**src/rtl/ones_pkg.sv**
```systemverilog
`default_nettype none
// ============================================================================
// Module      : ones_pkg
// Description : Shared types and constants for the ones-pattern generator.
// Revision    : 1.0 - initial release
// ============================================================================
package ones_pkg;

    // Default word width of the generator
    localparam int c_DEFAULT_WIDTH = 8;

    // Width of a ones count for the default word width
    localparam int c_KW = $clog2(c_DEFAULT_WIDTH + 1);

    // Scan engine states
    typedef enum logic [1:0] {
        IDLE = 2'd0,
        SCAN = 2'd1,
        HOLD = 2'd2,
        DONE = 2'd3
    } state_t;

endpackage : ones_pkg
`default_nettype wire

```
**src/rtl/ones_pattern_gen_popcount.sv**
```systemverilog
`default_nettype none
// ============================================================================
// Module      : popcount_w
// Description : Combinational ones counter for a WIDTH-bit candidate word.
// Revision    : 1.0 - initial release
// ============================================================================
module popcount_w #(
    parameter int WIDTH = 8
) (
    input  logic [WIDTH-1:0]               cand,
    output logic [$clog2(WIDTH+1)-1:0]     count
);

    localparam int c_KW = $clog2(WIDTH + 1);

    // Sum every bit of the candidate into a KW-bit count
    always_comb begin
        count = '0;
        for (int i = 0; i < WIDTH; i++) begin
            count = count + c_KW'(cand[i]);
        end
    end

endmodule : popcount_w
`default_nettype wire

```
**src/rtl/ones_pattern_gen.sv**
```systemverilog
`default_nettype none
// ============================================================================
// Module      : ones_pattern_gen
// Description : Emits every WIDTH-bit word with popcount K in ascending order
//               over a valid/ready stream, by scanning all candidates.
// Revision    : 1.0 - initial release
// ============================================================================
module ones_pattern_gen
    import ones_pkg::*;
#(
    parameter int WIDTH = c_DEFAULT_WIDTH
) (
    input  logic                          clk,
    input  logic                          rst,
    input  logic                          start,
    input  logic [$clog2(WIDTH+1)-1:0]    k,
    input  logic                          out_ready,
    output logic                          out_valid,
    output logic [WIDTH-1:0]              out_data,
    output logic [WIDTH-1:0]              out_index,
    output logic                          busy,
    output logic                          done,
    output logic [WIDTH-1:0]              total,
    output logic                          err
);

    localparam int               c_KW       = $clog2(WIDTH + 1);
    localparam logic [c_KW-1:0]  c_MAX_K    = c_KW'(WIDTH);
    localparam logic [WIDTH-1:0] c_ALL_ONES = {WIDTH{1'b1}};

    state_t            r_state;
    logic [c_KW-1:0]   r_k;
    logic [WIDTH-1:0]  r_cand;
    logic [c_KW-1:0]   w_count;
    logic              w_last;

    popcount_w #(
        .WIDTH (WIDTH)
    ) u_popcount (
        .cand  (r_cand),
        .count (w_count)
    );

    // The run ends at the all-ones candidate; cand never wraps
    assign w_last = (r_cand == c_ALL_ONES);

    // Scan FSM: walk candidates, present matches, count handshakes into total
    always_ff @(posedge clk or posedge rst) begin
        if (rst) begin
            r_state   <= IDLE;
            r_k       <= '0;
            r_cand    <= '0;
            out_valid <= 1'b0;
            out_data  <= '0;
            out_index <= '0;
            busy      <= 1'b0;
            done      <= 1'b0;
            total     <= '0;
            err       <= 1'b0;
        end else begin
            done <= 1'b0;
            err  <= 1'b0;
            case (r_state)
                IDLE: begin
                    if (start) begin
                        if (k > c_MAX_K) begin
                            err <= 1'b1;
                        end else begin
                            r_k       <= k;
                            r_cand    <= '0;
                            out_index <= '0;
                            busy      <= 1'b1;
                            r_state   <= SCAN;
                        end
                    end
                end
                SCAN: begin
                    if (w_count == r_k) begin
                        out_data  <= r_cand;
                        out_valid <= 1'b1;
                        r_state   <= HOLD;
                    end else if (w_last) begin
                        // out_index already equals the number of handshakes
                        total   <= out_index;
                        done    <= 1'b1;
                        r_state <= DONE;
                    end else begin
                        r_cand <= r_cand + 1'b1;
                    end
                end
                HOLD: begin
                    if (out_ready) begin
                        out_valid <= 1'b0;
                        out_index <= out_index + 1'b1;
                        if (w_last) begin
                            total   <= out_index + 1'b1;
                            done    <= 1'b1;
                            r_state <= DONE;
                        end else begin
                            r_cand  <= r_cand + 1'b1;
                            r_state <= SCAN;
                        end
                    end
                end
                DONE: begin
                    busy    <= 1'b0;
                    r_state <= IDLE;
                end
                default: begin
                    r_state <= IDLE;
                end
            endcase
        end
    end

endmodule : ones_pattern_gen
`default_nettype wire

```
**config.mk**
```make
export PLATFORM = sky130hd
export DESIGN_NAME = ones_pattern_gen
export DESIGN_NICKNAME = d
export VERILOG_FILES = /design/src/rtl/ones_pkg.sv /design/src/rtl/ones_pattern_gen_popcount.sv /design/src/rtl/ones_pattern_gen.sv
export SDC_FILE = /design/constraint.sdc
export NUM_CORES = 1
export LEC_CHECK = 0
export CORE_UTILIZATION = 35
export CTS_BUF_LIST = sky130_fd_sc_hd__clkbuf_4 sky130_fd_sc_hd__clkbuf_8 sky130_fd_sc_hd__clkbuf_16
export CTS_CLUSTER_SIZE = 20
export DETAILED_ROUTE_END_ITERATION = 8
export PLACE_DENSITY_LB_ADDON = 0.08
export SLEW_MARGIN = 20
export SYNTH_ARGS = -nofsm -noshare
export SYNTH_HDL_FRONTEND = slang
export SYNTH_SLANG_ARGS = --single-unit
```
**constraint.sdc**
```tcl
create_clock -name clk -period 5.7 [get_ports clk]
set_input_delay 0.855 -clock clk [delete_from_list [all_inputs] [get_ports clk]]
set_output_delay 0.855 -clock clk [all_outputs]
set_load 0.005 [all_outputs]
```
Yosys cells after proc, flatten, opt, wreduce, memory -nomap -nowiden
Index checks and enable logic that the tools add are counted.

cells by class
  add/sub/neg operators = 9
  multipliers = 0
  div/mod/pow operators = 0
  order comparisons = 1
  equality and inequality tests = 13
  shift-type cells = 0
  muxes and demuxes = 33
  bitwise gates (word level) = 1
  reductions and logical operators = 13

operators by type and width
  kind                                            number
  two-way mux 8 bit                               10
  case mux 8 bit (2 select lines)                 2
  adder 4 x 1 -> 4 bit                            6
  case mux 8 bit (3 select lines)                 1
  adder 8 x 1 -> 8 bit (second input constant)    2
  != test 2 bit (second input constant)           7
  two-way mux 2 bit                               6
  two-way mux 1 bit                               10
  AND reduction 5 bit                             2
  AND reduction 3 bit                             3
  == test 8 bit (second input constant)           1
  case mux 2 bit (4 select lines)                 1
  AND reduction 4 bit                             2
  case mux 1 bit (2 select lines)                 3
  nonzero test 2 bit                              3
  == test 2 bit (second input constant)           2
  == test 4 bit                                   1
  > comparator 4 bit (second input constant)      1
  != test 3 bit (second input constant)           1
  nonzero test 3 bit                              1
  adder 1 x 1 -> 2 bit                            1
  == test 2 x 1 -> 1 bit (second input constant)  1
  zero test 2 bit                                 1
  AND reduction 2 bit                             1
  inverter 1 bit                                  1

storage, ports and cells
  register bits = 42
  bits in latches = 0
  bits in writable memories = 0
  ROM bits = 0
  input port bits = 8
  output and inout port bits = 28
  logic and storage cells = 80
  memories kept = 0

Longest topological paths before layout
Gate-level depths: netlist of the first run.

  word-level depth = 10
  depth in mapped cells = 14
  mapped depth without buffers = 13

Cells and area by module
Synthesis of the first run repeated with hierarchy kept, for this count alone.

unflattened totals
  cells, all modules = 238
  area total of the unflattened synthesis = 2,452.4 um2

by module, submodules not included
  module            times used  cells each  area each (um2)  sequential area each (um2)
  ones_pattern_gen  1           216         2,259.7          1,051.0
  popcount_w        1           22          192.7            0.0

Worst setup path before layout of the first run
Ideal clock, no wire load.

  path type = register to register
  start = register r_cand[0]
  end = register total[1]
  setup time = 0.125 ns
  data arrival time = 3.745 ns
  required time = 5.575 ns
  slack = 1.830 ns
  cell stages (with the launch flop) = 14
  buffers on the path = 0
  period minus slack after synthesis = 3.870 ns
  path through = dfrtp_1 -> ha_1 -> inv_1 -> fa_1 -> fa_1 -> inv_1 -> fa_1 -> inv_1 -> fa_1 -> xnor2_1 -> nor3_1 -> nand4_1 -> nand3_1 -> mux2_2

between the ends
  longest elaborated chain between the ends = 10
  elaborated cells between the ends (all ways) = 13
  those cells by class = 7 x add/sub; 5 x eq/ne; 1 x reduce/logical

ends and longest elaborated chain
  element                                   RTL line                         RTL
  start, declared                           ones_pattern_gen.sv:33           logic [WIDTH-1:0] r_cand;
  start signal, assigned                    ones_pattern_gen.sv:88           r_cand <= r_cand + 1'b1;
  start signal, assigned                    ones_pattern_gen.sv:100          r_cand <= r_cand + 1'b1;
  adder 1 x 1 -> 2 bit                      ones_pattern_gen_popcount.sv:20  count = count + c_KW'(cand[i]);
  adder 4 x 1 -> 4 bit (6 in a row)         ones_pattern_gen_popcount.sv:20
  == test 4 bit                             ones_pattern_gen.sv:78           if (w_count == r_k) begin
  != test 2 bit (no source line)            -
  AND reduction 5 bit (no source line) (*)  -
  end signal, assigned                      ones_pattern_gen.sv:84           total <= out_index;
  end signal, assigned                      ones_pattern_gen.sv:96           total <= out_index + 1'b1;
  end, declared                             ones_pattern_gen.sv:23           output logic [WIDTH-1:0] total,

Every way passes the cells marked *; elsewhere a longest branch is shown, timed or not.
A chain may end at the register's enable or synchronous reset.

Worst setup path after layout of the first run
  start = register r_cand[0]
  end = register r_cand[7]

between the ends
  longest elaborated chain between the ends = 10
  elaborated cells between the ends (all ways) = 16
  those cells by class = 8 x add/sub; 3 x eq/ne; 4 x mux; 1 x reduce/logical

ends and longest elaborated chain
  element                               RTL line
  adder 1 x 1 -> 2 bit                  ones_pattern_gen_popcount.sv:20
  adder 4 x 1 -> 4 bit (6 in a row)     ones_pattern_gen_popcount.sv:20
  == test 4 bit                         ones_pattern_gen.sv:78
  != test 2 bit (no source line)        -
  AND reduction 5 bit (no source line)  -

Several ways; a longest one is shown, not always the timed one. The select of a mux whose other input is x is not followed.

==> impl.org, run 1 <==
** Setup path
- Largest fanout of any net on the critical path :: 23
- Required time of the worst setup path :: about 6 ns
- The worst setup path is of the reg2reg kind.
- Reg2reg path depth :: 14
- Arrival @ worst endpoint :: roughly 4.3 ns
- Kind of launch point of the worst setup path :: flop
- The worst setup path is captured at a flop.

** Timing
- Worst-case clock skew :: around 0.015 ns
- Of the available clock period, the critical path in the final layout requires about 73%.
- The total count of hold-check failures in the final report is 0.
- In this run the tightest slew margin relative to its limit is between 40% and 50%.
- After routing, the total negative slack on setup checks comes to 0 ns.
- Across all hold checks on the routed design, the worst slack comes to 0.481 ns.
- Subtracting the final worst setup slack from the clock period gives a little over 4 ns.
- At the pin with the least slew margin, the transition time is just under 0.8 ns.
- Final count of pins violating max slew :: 0
- For this run, the top clock speed supported by timing is about 240 MHz.
- Least setup slack across all paths after layout :: 1.55 ns
- Setup violations remaining at the end of the flow were counted as 0.
- RSZ-0062 raised after global routing :: false

** Synthesis
- Cell type with the largest total area after synthesis :: dfrtp_1
- The netlist uses 40 different library cells.
- In the synthesized netlist the dominant register cell turns out to be dfrtp_1.
- In the synthesized netlist the async set-or-reset flop fraction comes to 100%.
- For this run, the register share of the synthesized area comes to approximately 44%.
- The number of nets handed over by synthesis was about 250.
- Instance count of the mapped netlist :: 230
- Area share of the leading cell type in the synthesized netlist :: between 40 and 50%
- Post-synthesis cell area :: ~0.0024 mm^2
- Number of enable-type register cells in the synthesized netlist :: 0
- By area the synthesized netlist is led by dfrtp_1 (44%), mux2_2 (7.6%), ha_1 (5.8%).
- Flops & latches, synth :: 42
- Per-instance average area after synthesis :: slightly above 10 um^2
- During synthesis, Yosys emitted a total of 0 warnings.

** Global routing
- Vias in the first global route :: about 1.8k
- Total Routing Usage GR :: between 10% and 20%
- The first global-routing pass estimated just under 9000 um of wire.
- Maximum number of pins on one net before global-route repair :: 43
- The initial antenna violation count is 0.
- GRT Residual Overflow :: 0

** Die
- Die H :: roughly 84 um
- Pin placement for this block handled 36 I/O pins.
- Die area :: around 0.0071 mm^2
- Width of the die :: 84.3 um
- Area of the placeable core :: 0.00646 mm^2
- Placement row count :: 29
- The initial utilization of the core area, before any placement, comes to a little under two fifths.

** CTS
- After clock tree synthesis, the clock-pin slew on the worst setup and hold paths is approximately 0.080 ns.
- TritonCTS clock tree :: done
- The clock net in this run drives a total of 42 sinks.
- Once the clock tree was built, the setup fixing pass inserted 0 buffers.
- The clock tree synthesis step divided the H-tree into 2 levels.
- Inserted Clock Buffers :: 5
- The tree is rooted in a clkbuf_8.
- Hold-fix buffers at CTS :: 0
- Maximum count of clock buffers along a single path :: 2
- Later-pin clock latency in the skew report :: around 0.30 ns
- Post-cts sizing count :: 0

** Routing
- Wire length per cell after detailed routing :: 14.5 um
- Total number of vias :: ~1.8k
- Via density per instance :: between 5 and 6
- Total wirelength of the detailed-routed design :: approximately 5000 um
- The first detailed-routing pass took 4 iterations.
- For this run, design rule violations remaining after detail routing come to 0.
- Iteration-0 DRC Markers :: 100
- Number of nets still failing antenna checks after routing :: 0

** Power
- Standby leakage power :: 1.33 nW
- The worst-case IR drop observed on VDD is approximately 190 uV.
- Power density relative to cell area :: roughly 390 mW/mm^2
- Final total power :: about 1.1 mW

** Placed design
- Input/output buffers :: 35
- Placer congestion estimate :: about 0.74
- Half-perimeter wire length after placement :: around 3400 um
- OpenSTA, run right after detailed placement, puts the worst setup slack at between 1.5 and 2 ns.

** Layout
- Synthesis-to-layout area growth :: 22.0%
- Layout net count :: between 200 and 300
- Summing all flip-flop and latch instances after layout gives roughly 0.0011 mm^2.
- Most common library cell in the layout ignoring fill and taps :: dfrtp_1
- Layout cell share with drive strength beyond 1 :: a little over a tenth
- Antenna diode count :: 0
- Fillers :: around 640
- The multi-input combinational cells in the finished layout cover a total of 0.00121 mm^2.
- Most frequent cells in the layout :: dfrtp_1 (42), clkdlybuf4s50_1 (35), nand2_1 (27), inv_1 (20), mux2_2 (16)

** Hold path
- The worst hold path was traced through 2 stages.
- In this run the worst hold path is classified as reg2reg.

** Job
- The tool flagged a number of max-cap violations equal to 0.

** Run status
- Outcome :: finished clean
## where the power goes
group / internal (mW) / switching (mW)
Sequential: 0.353 / 0.0568
Combinational: 0.225 / 0.278
Clock: 0.103 / 0.104
Total: 0.681 / 0.439
## worst max-delay path: stages (launching register included)
cell and delay [ns]:
dfrtp_1 0.43, ha_1 0.32, inv_1 0.07, fa_1 0.42, fa_1 0.49, inv_1 0.05, fa_1 0.39, inv_1 0.08
fa_1 0.43, xnor2_1 0.14, nor3_1 0.25, nand4_1 0.15, buf_4 0.23, and2_0 0.28, a32o_1 0.30
## synthesized netlist by cell type (2+ instances only)
| cell type | number |
|---|---|
| nand2b_1 | 2 |
| nand4_1 | 4 |
| a32o_1 | 6 |
| a21oi_1 | 3 |
| a22o_1 | 5 |
| mux2i_1 | 5 |
| nor3_1 | 3 |
| or3_1 | 2 |
| or4b_1 | 2 |
| nor2_1 | 7 |
| xnor2_1 | 7 |
| nand2_1 | 27 |
| and2_1 | 2 |
| and3_1 | 7 |
| ha_1 | 11 |
| clkbuf_1 | 7 |
| fa_1 | 4 |
| nor2b_1 | 3 |
| o22a_1 | 2 |
| nand3_1 | 14 |
| o21ai_0 | 12 |
| mux2_2 | 16 |
| inv_1 | 21 |
| dfrtp_1 | 42 |
## final cells by class
type | instances | share of cell area [%]
multi-input combinational | 159 | 41.7
tap | 77 | 3.33
inverter | 21 | 2.72
clock inverter | 1 | 0.173
timing repair buffer | 37 | 12.6
sequential | 42 | 36.3
clock buffer | 7 | 3.11
## logic make-up (layout without fill, tap and decap cells)
logic type / count (synthesis) / count (layout) / share of synthesized area [%]
simple gates: 77 / 77 / 16.8
fa+ha+maj: 15 / 15 / 9.18
xor+xnor: 9 / 9 / 3.90
mux: 21 / 21 / 9.70
buf+inv: 29 / 66 / 4.75
flops: 42 / 42 / 44.3
compound gates: 37 / 37 / 11.4
## state kept, by name (all words and copies together), names as in the netlist
signal     flops
r_state        2
out_data       8
r_cand         8
total          8
r_k            4
done           1
busy           1
out_valid      1
out_index      8
err            1
## metal layers
metal / part of all wire, % / routed length (um) / vias to the layer above / global-route usage (%)
li1: - / - / 870 / -
met4: 1.3 / 63 / 0 / 5.39
met2: 46 / 2290 / 31 / 25.9
met5: 0 / 0 / - / 0
met1: 49 / 2440 / 856 / 19.9
met3: 3.8 / 190 / 6 / 3.44
## per-stage QoR
| stage | area, um^2 | utilization, % | instances |
|---|---|---|---|
| final | 2900 | 44.8 | 344 |
| after global routing | 2900 | 44.8 | 344 |
| after CTS | 2900 | 44.8 | 344 |
| after detailed placement | 2800 | 43.4 | 336 |
| after global placement | 2800 | 43.4 | 336 |
| after floorplan | 2370 | - | 230 |
## worst paths after layout
kind / startpoint / end / slack [ns]
max in group asynchronous: rst / r_cand[7] / 4.31
max: r_cand[0] / r_cand[7] / 1.55
max reg2reg: r_cand[0] / r_cand[7] / 1.55
min: out_data[2] / out_data[2] / 0.48
min reg2reg: out_data[2] / out_data[2] / 0.48
min in group asynchronous: rst / total[2] / 0.99
Power figures use the tool's default switching activity.
==> inputs of run 2 (changes only) <==
==> constraint.sdc (replaced) <==
create_clock -name clk -period 3.6 [get_ports clk]
set_input_delay 0.54 -clock clk [delete_from_list [all_inputs] [get_ports clk]]
set_output_delay 0.54 -clock clk [all_outputs]
set_load 0.005 [all_outputs]
==> impl.org, run 2 (synthesis gave the netlist of run 1 again) <==
** Run status
- Outcome :: finished with violations
- Violated checks :: DRC, setup timing

** Timing
- The number of max-slew violations in the final report came to 0 (unchanged).
- Number of setup violations in the final report :: 27 (+27)
- Fin crit period :: 3.82 ns (-0.338 ns)
- The maximum clock skew at final layout is 0.0117 ns (-0.00286 ns).
- The maximum frequency from static timing analysis came to 262 MHz (+8.9%).
- Setup TNS after final layout :: -4.29 ns (-4.29 ns)
- The worst-margin pin slew is 0.756 ns (-0.0187 ns).
- The share of the cycle needed by the critical path after routing came to 106% (+33 points).
- Setup repair after global routing could not meet its margin everywhere.
- The worst slew slack as a fraction of its limit is 49.6% (+1.2 points).
- Least setup slack across all paths after layout :: -0.216 ns (-1.76 ns)
- The total count of hold-check failures in the final report came to 0 (unchanged).

** Die
- The number of I/O pins came to 36 (unchanged).
- Die H :: 84.3 um (unchanged)
- The placeable core area was 0.00646 mm^2 (unchanged).
- The initial core utilization was 36.7% (unchanged).
- The horizontal extent of the die is 84.3 um (unchanged).
- The count of standard-cell rows came to 29 (unchanged).
- Die area :: 0.00711 mm^2 (unchanged)

** CTS
- CTS Root Cell :: clkbuf_8
- The clock transition time at the flip-flop clock pins of the worst setup and hold paths came to 0.08 ns (about the same).
- Later-pin clock latency in the skew report :: 0.30 ns (about the same)
- Inserted Clock Buffers :: 5 (unchanged)
- H-tree lvl count :: 2 (unchanged)
- Hold-fix buffers at CTS :: 0 (unchanged)
- TritonCTS clock tree :: done
- Sinks on Clock Net :: 42 (unchanged)
- Maximum count of clock buffers along a single path :: 2 (unchanged)

** Setup path
- Endpoint kind of the worst setup timing path :: flop
- The peak fanout along the critical path came to 8 (-65%).
- Required time of the worst setup path :: 3.78 ns (-2.10 ns)
- STA classifies the critical path startpoint as a flop.
- Arrival @ worst endpoint :: 4.00 ns (-0.33 ns)
- By startpoint and endpoint, the worst setup path is classified as reg2reg.

** Global routing
- The largest net degree at the start of global routing came to 27 (-37%).
- The initial antenna violation count is 0 (unchanged).
- Vias in the first global route :: 1,928 (+8.7%)
- The global-route usage over all layers is 16.4% (+0.93 points).
- The global-route wire length before repair came to 9230 um (+6.5%).
- The total congestion overflow is 0 (unchanged).

** Routing
- The final wirelength was 5360 um (+7.5%).
- The via count of the routed design is 1,847 (+4.8%).
- Iteration-0 DRC Markers :: 79 (-21%)
- Wire length per cell after detailed routing :: 14.8 um (+2.2%)
- The number of nets still failing antenna checks after routing is 0 (unchanged).
- The per-cell via count in the routed design was 5.10 (-0.44%).
- Remaining routing DRC violations :: 2 (+2)
- 1st-pass router iterations :: 8 (+4)

** Layout
- The area of the multi-input gates was 0.00129 mm^2 (+6.7%).
- Layout cell share with drive strength beyond 1 :: 22.5% (+12 points)
- Compared with the post-synthesis result, the final layout area differs by 34.5%.
- Most common library cell in the layout ignoring fill and taps :: dfrtp_1
- The finished layout cell area came to 0.00319 mm^2 (+10%).
- Layout net count :: 309 (+6.9%)
- The antenna cell count came to 0 (unchanged).
- The combined flip-flop and latch cell area came to 0.00105 mm^2 (unchanged).
- In the layout the commonest cells are dfrtp_1 (42), clkdlybuf4s50_1 (35), nand2_1 (22), inv_1 (18).
- The total of fill cells in the finished design came to 617 (-3.4%).

** Power
- The static leakage is 1.46 nW (+10%).
- The maximum resistive drop on vdd is 324 uV (+69%).
- Power density relative to cell area :: 635 mW/mm^2 (+64%)
- The final total power is 2.03 mW (+81%).

** Hold path
- Min-delay worst type :: reg2reg

** Placed design
- Placer congestion estimate :: 0.752 (+1.7%)
- The number of buffers added on ports was 35 (unchanged).
- Worst Setup Slack post-DPL :: -0.202 ns (-1.76 ns)
- Half-perimeter wire length after placement :: 3580 um (+4.0%)
- The total cell area at the placement stage was 0.00291 mm^2 (+3.9%).

** Job
- The max-capacitance violation count was 0 (unchanged).
==> run 2: cell types whose count changed in the layout (fill, tap and decap cells not counted), sizes merged <==
cell,delta
buf,+19
clkinv,-1
==> run 2: routing by layer <==
metal,up-vias,track usage [%],wire (um)
met4,0,5.70,96
met3,10,3.34,157
li1,911,-,-
met1,897,21.1,2520
met2,29,27.7,2580
met5,-,0,0
==> run 2: through the flow <==
step | hold slack, ns | utilization, % | instances
global route | 0.517 | 49.4 | 362
detailed placement | 0.469 | 45.0 | 348
global placement | 0.460 | 45.0 | 348
CTS | 0.486 | 48.4 | 362
finish | 0.501 | 49.4 | 362
floorplan | 0.469 | - | 230
==> run 2: timing repair <==
action / in CTS / in global routing
resized for setup: 14 / 19
buffers inserted: 6 / 1
gates cloned: 2 / 1
pin swaps: 0 / 8
hold endpoints to repair: 0 / 0
setup endpoints to repair: 27 / 28
==> run 2: layout make-up <==
class	instances	area share, %
repair buffers	57	18.6
well taps	77	3.02
inverters	21	2.47
clock buffers	6	2.59
flip-flops and latches	42	32.9
multi-input cells	159	40.4
==> run 2: worst paths after layout <==
| kind | depth (start not counted) | startpoint | to | slack, ns |
|---|---|---|---|---|
| max | 13 | r_cand[0] | total[2] | -0.22 |
| min | 2 | out_data[1] | out_data[1] | 0.50 |
| max reg2reg | 13 | r_cand[0] | total[2] | -0.22 |
| min reg2reg | 2 | out_data[1] | out_data[1] | 0.50 |
| max in group asynchronous | 3 | rst | total[5] | 2.29 |
| min in group asynchronous | 2 | rst | r_k[0] | 0.57 |
==> run 2: critical path, cell delays in order, from the launching register on <==
cell	delay, ns
dfrtp_1	0.42
ha_4	0.28
inv_2	0.03
fa_1	0.45
fa_1	0.50
inv_1	0.05
fa_2	0.34
inv_2	0.07
fa_1	0.40
xnor2_1	0.15
nor3_2	0.15
nand4_1	0.23
nand3_2	0.27
mux2_2	0.36
==> run 2: power by group <==
| group | internal [mW] | total, mW | switching, mW |
|---|---|---|---|
| sequential | 0.559 | 0.648 | 0.0885 |
| clock | 0.148 | 0.310 | 0.162 |
| combinational | 0.543 | 1.07 | 0.525 |
==> patch 1 (config.mk and constraints of run 2) <==
Re-encode `state_t` (4 states) as Gray code, 2 bits wide.
--- a/src/rtl/ones_pkg.sv
+++ b/src/rtl/ones_pkg.sv
@@ -14,10 +14,10 @@
 
     // Scan engine states
     typedef enum logic [1:0] {
-        IDLE = 2'd0,
-        SCAN = 2'd1,
-        HOLD = 2'd2,
-        DONE = 2'd3
+        IDLE = 2'b00,
+        SCAN = 2'b01,
+        HOLD = 2'b11,
+        DONE = 2'b10
     } state_t;
 
 endpackage : ones_pkg
Function: no difference found for any inputs over 10 cycles, from zero or initial values and one cycle with rst high; not proved beyond that.
==> patch 1 against run 2 <==
The flow finishes with violations (negative setup slack). Hold slack got worse by 16 ps. Global-route usage rose by 1.2 points. Non-clock buffer count rose by 4. Synthesized area fell by 6.0%. Sequential cell count did not move. Wire length fell by 0.91%. First-iteration DRC count rose by 35%. Cell count fell by 1.7%. Critical path depth rose by 2. Setup slack got worse by 110 ps. Final area fell by 1.7%. Total power rose by 22%. Highest routed layer unchanged.
==> patch 1: results (changes against run 2) <==
| Metric | Value |
|---|---|
| DRT Pass-1 Iters | 4 (-4) |
| Initial antenna violation count | 0 (unchanged) |
| Data arrival, critical path | 4110 ps (+110 ps) |
| Vias in the first global route | 1770 (-8.2%) |
| FF-to-FF path depth | 15 (+2) |
| Worst hold path type | flop to flop |
| Post-route design area | 3140 µm² (-1.7%) |
| Seq/Total Area, Yosys | 47.1% (+2.8 points) |
| WL/cell | 14.9 µm (+0.76%) |
| P_leak | 1.41 nW (-3.3%) |
| M3 GR Usage | 3.67% (+0.32 points) |
| Sequential Power | 0.000693 W (+6.9%) |
| Status | finished, violations left |
| Xor/xnor share of the synthesized area | 4.15% (+0.25 points) |
| P_int | 0.00152 W (+21%) |
| Final setup fails | 27 (unchanged) |
| First-pass GRT wire length | 8.84 mm (-4.2%) |
| Via count of the routed design | 1851 (+0.22%) |
| Met1 Use GR | 25.7% (+4.6 points) |
| Setup repair bufs after CTS | 4 (-2) |
| Logic pwr share | 58.8% (+6.1 points) |
| Setup Skew | 7.35 ps (-4.33 ps) |
| Worst VDD drop | 376 µV (+16%) |
| Top post-synthesis cells by area | dfrtp_1 47%, mux2_2 6.1%, o21ai_0 4.5% |
| GRT Util Overall | 17.6% (+1.2 points) |
| Fin nets | 297 (-3.9%) |
| Fillers | 560 (-9.2%) |
| Netlist cell types | 42 (+5.0%) |
| Syn_area_per_cell | 10.1 µm² (-2.2%) |
| Mux cell area share after synthesis | 6.96% (-2.7 points) |
| Largest net degree at the start of global routing | 25 (-7.4%) |
| Pre-CTS setup slack | -308 ps (-106 ps) |
| Met2 Track Usage GR | 26.6% (-1.1 points) |
| Post-Layout Cell Count | 356 (-1.7%) |
| Final setup margin | -327 ps (-111 ps) |
| Total placed cells including tap cells | 342 (-1.7%) |
| Post-cts resize count | 15 (+1) |
| DP Area | 2800 µm² (-3.8%) |
| I/O Buffers | 35 (unchanged) |
| Largest driver fanout on the critical path | 5 (-3) |
| Synth Area in Compound Gates | 13.1% (+1.7 points) |
| Failing checks | negative setup slack |
| Final HPWL DP | 3.70 mm (+3.4%) |
| Post-route setup TNS | -5350 ps (-1060 ps) |
| Max transition margin | 38.5% (-11 points) |
| Detailed Route Iter0 Violations | 107 (+35%) |
| Syn Nets | 238 (-5.9%) |
| Synth Area in Adders | 6.40% (-2.8 points) |
| Switching power share of the total | 38.4% (+0.15 points) |
| Synth top cells by count | 42 x dfrtp_1, 24 x nand2_1, 20 x o21ai_0 |
patch 1: changes by cell type in the layout (fill, tap and decap cells not counted), moves of 5 or more:
cell | before | now
a32o_1 | 6 | 0
o31ai_1 | 1 | 6
mux2_4 | 0 | 7
nand2_1 | 22 | 13
ha_1 | 10 | 5
mux2_2 | 16 | 5
o21ai_0 | 4 | 12
a22o_1 | 5 | 0
nand2_2 | 2 | 7
buf_6 | 2 | 7
patch 1: routing by layer:
layer  vias to the layer above  wire length, µm
li1                        889                -
met1                       915             2640
met2                        41             2420
met3                         6              191
met4                         0               58
met5                         -                0
patch 1: final timing paths:
path,from,endpoint,slack (ps)
min reg2reg,out_data[3]$_DFFE_PP0P_,out_data[3]$_DFFE_PP0P_,490
max in group asynchronous,rst,r_cand[7]$_DFFE_PP0P_,2330
min,out_data[3]$_DFFE_PP0P_,out_data[3]$_DFFE_PP0P_,490
min in group asynchronous,rst,out_index[6]$_DFFE_PP0P_,640
max,r_cand[1]$_DFFE_PP0P_,r_cand[5]$_DFFE_PP0P_,-330
max reg2reg,r_cand[1]$_DFFE_PP0P_,r_cand[5]$_DFFE_PP0P_,-330
patch 1: area by class of cell:
type | count | area share, %
tap | 75 | 2.99
timing repair buffer | 61 | 19.1
clock inverter | 2 | 0.399
sequential | 42 | 33.5
inverter | 18 | 2.15
clock buffer | 6 | 2.63
multi-input combinational | 152 | 39.2
patch 1: worst max-delay path: stages, from the launching register on:
cell and delay, ps:
dfrtp_1 390, ha_1 300, inv_2 70, fa_1 430, fa_1 490, inv_1 50, fa_2 340, inv_2 70
fa_1 420, xnor2_2 220, a2111oi_4 60, buf_4 150, and3_4 180, or2_4 240, buf_6 130, a211o_1 280
==> patch 2 (settings of run 2) <==
Without the edit above. `c_DEFAULT_WIDTH`: 8 -> 16.
--- a/src/rtl/ones_pkg.sv
+++ b/src/rtl/ones_pkg.sv
@@ -7,7 +7,7 @@
 package ones_pkg;
 
     // Default word width of the generator
-    localparam int c_DEFAULT_WIDTH = 8;
+    localparam int c_DEFAULT_WIDTH = 16;
 
     // Width of a ones count for the default word width
     localparam int c_KW = $clog2(c_DEFAULT_WIDTH + 1);
Interface: changed (resized k, out_data, out_index and total); port bits go from 36 to 61. The function was not compared with the original's and may differ.
==> patch 2 against run 2 <==
The run ends with negative setup slack left. Final area rose by 96%. Wire length rose by 130%. Sequential share of layout area fell by 3.0 points. Total power rose by 110%. Die area rose by 91%. Sequential cell count rose by 33. Synthesized area rose by 93%. Clock skew fell by 3.7 ps. Setup slack got worse by 1400 ps. Cell count rose by 100%. Largest cell class unchanged. Highest routed layer unchanged.
==> patch 2: results (changes against run 2) <==
| Metric | Value |
|---|---|
| Setup Skew | 7.97 ps (-3.71 ps) |
| WHS Endpoint | out_data[7]$_DFFE_PP0P_ |
| Largest driver fanout on the critical path | 16 (+8) |
| Final setup margin | -1620 ps (-1410 ps) |
| GPL Wtd Cong | 0.820 (+9.0%) |
| Final hold slack | 488 ps (-13.2 ps) |
| Crit path largest cell delay | 500 ps (about the same) |
| Fin nets | 582 (+88%) |
| Via count of the routed design | 3746 (+100%) |
| Syn_area_per_cell | 10.2 µm² (-0.71%) |
| Clock slew at reported path FFs | 60 ps (-20 ps) |
| Vias in the first global route | 3582 (+86%) |
| Status | finished, violations left |
| FF-to-FF path depth | 17 (+4) |
| Share of cells above drive strength 1 | 26.1% (+3.6 points) |
| Synth Area in Adders | 8.18% (-1.0 points) |
| P_leak | 2.72 nW (+86%) |
| Clk_lat worst skew | 340 ps (+40 ps) |
| Hold_sp | out_data[7]$_DFFE_PP0P_ |
| Syn Nets | 481 (+90%) |
| Setup repair bufs after CTS | 10 (+4) |
| Total placed cells including tap cells | 695 (+100%) |
| Synth top cells by count | 75 x dfrtp_1, 45 x nand2_1, 35 x o21ai_0 |
| First-pass GRT wire length | 19.9 mm (+120%) |
| Final HPWL DP | 8.55 mm (+140%) |
| WL/cell | 17.0 µm (+15%) |
| Worst r2r src | r_cand[1]$_DFFE_PP0P_ |
| Post-route setup TNS | -78770 ps (-74480 ps) |
| H-tree depth | 3 (+1) |
| Drt total wl | 12.3 mm (+130%) |
| Worst hold path type | flop to flop |
| Netlist cell types | 62 (+55%) |
| Data arrival, critical path | 5450 ps (+1450 ps) |
| FF-to-FF End | total[9]$_DFFE_PP0P_ |
| DP Area | 5660 µm² (+94%) |
| Largest net degree at the start of global routing | 44 (+63%) |
| Mux cell area share after synthesis | 10.8% (+1.1 points) |
| Fillers | 1220 (+98%) |
| GRT Util Overall | 19.6% (+3.2 points) |
| Clk Tree Root Cell | clkbuf_16 |
| Sw power | 0.00181 W (+130%) |
| Post-cts resize count | 29 (+15) |
| Failing checks | negative setup slack |
| Pre-CTS setup slack | -1690 ps (-1490 ps) |
| DRT Pass-1 Iters | 4 (-4) |
| Final setup fails | 52 (+93%) |
| Worst VDD drop | 364 µV (+12%) |
| Seq/Total Area, Yosys | 40.9% (-3.4 points) |
| Met1 Use GR | 29.8% (+8.7 points) |
| M3 GR Usage | 4.57% (+1.2 points) |
## patch 2: changes by cell type after synthesis, moves of 10 or more
| cell | delta |
|---|---|
| dfrtp_1 | +33 |
| o21ai_0 | +23 |
| nand2_1 | +18 |
| clkbuf_1 | +11 |
| inv_1 | +11 |
| a21oi_1 | +10 |
## patch 2: layout make-up
class | instances | area [µm²] | area share [%]
Inverter | 32 | 120 | 1.92
Tap cell | 172 | 215 | 3.44
Clock buffer | 11 | 240 | 3.84
Timing Repair Buffer | 113 | 1090 | 17.4
Sequential cell | 75 | 1880 | 30.0
Multi-Input combinational cell | 318 | 2710 | 43.2
Clock inverter | 3 | 17.5 | 0.280
## patch 2: power groups by stage
stage | clock [W] | combinational [W] | sequential, W
CTS | 0.000845 | 0.00222 | 0.00117
detailed placement | 0 | 0.00195 | 0.00118
global route | 0.000885 | 0.00257 | 0.00120
floorplan | 0 | 0.00125 | 0.00116
global placement | 0 | 0.00194 | 0.00118
finish | 0.000823 | 0.00235 | 0.00118
## patch 2: routing by layer
layer	share of wire, %	routed length, µm
met5	0	0
met3	4.5	558
met2	42	5220
met1	52	6350
met4	1.4	170
## patch 2: how the worst max path moves through the flow
stage | startpoint | to | slack, ps
after floorplan | r_cand[0]$_DFFE_PP0P_ | total[13]$_DFFE_PP0P_ | -1700
after global placement | r_cand[1]$_DFFE_PP0P_ | total[11]$_DFFE_PP0P_ | -1600
after detailed placement | r_cand[1]$_DFFE_PP0P_ | total[11]$_DFFE_PP0P_ | -1690
after CTS | r_cand[1]$_DFFE_PP0P_ | out_data[10]$_DFFE_PP0P_ | -1640
after global routing | r_cand[1]$_DFFE_PP0P_ | total[8]$_DFFE_PP0P_ | -1760
final | r_cand[1]$_DFFE_PP0P_ | total[9]$_DFFE_PP0P_ | -1620
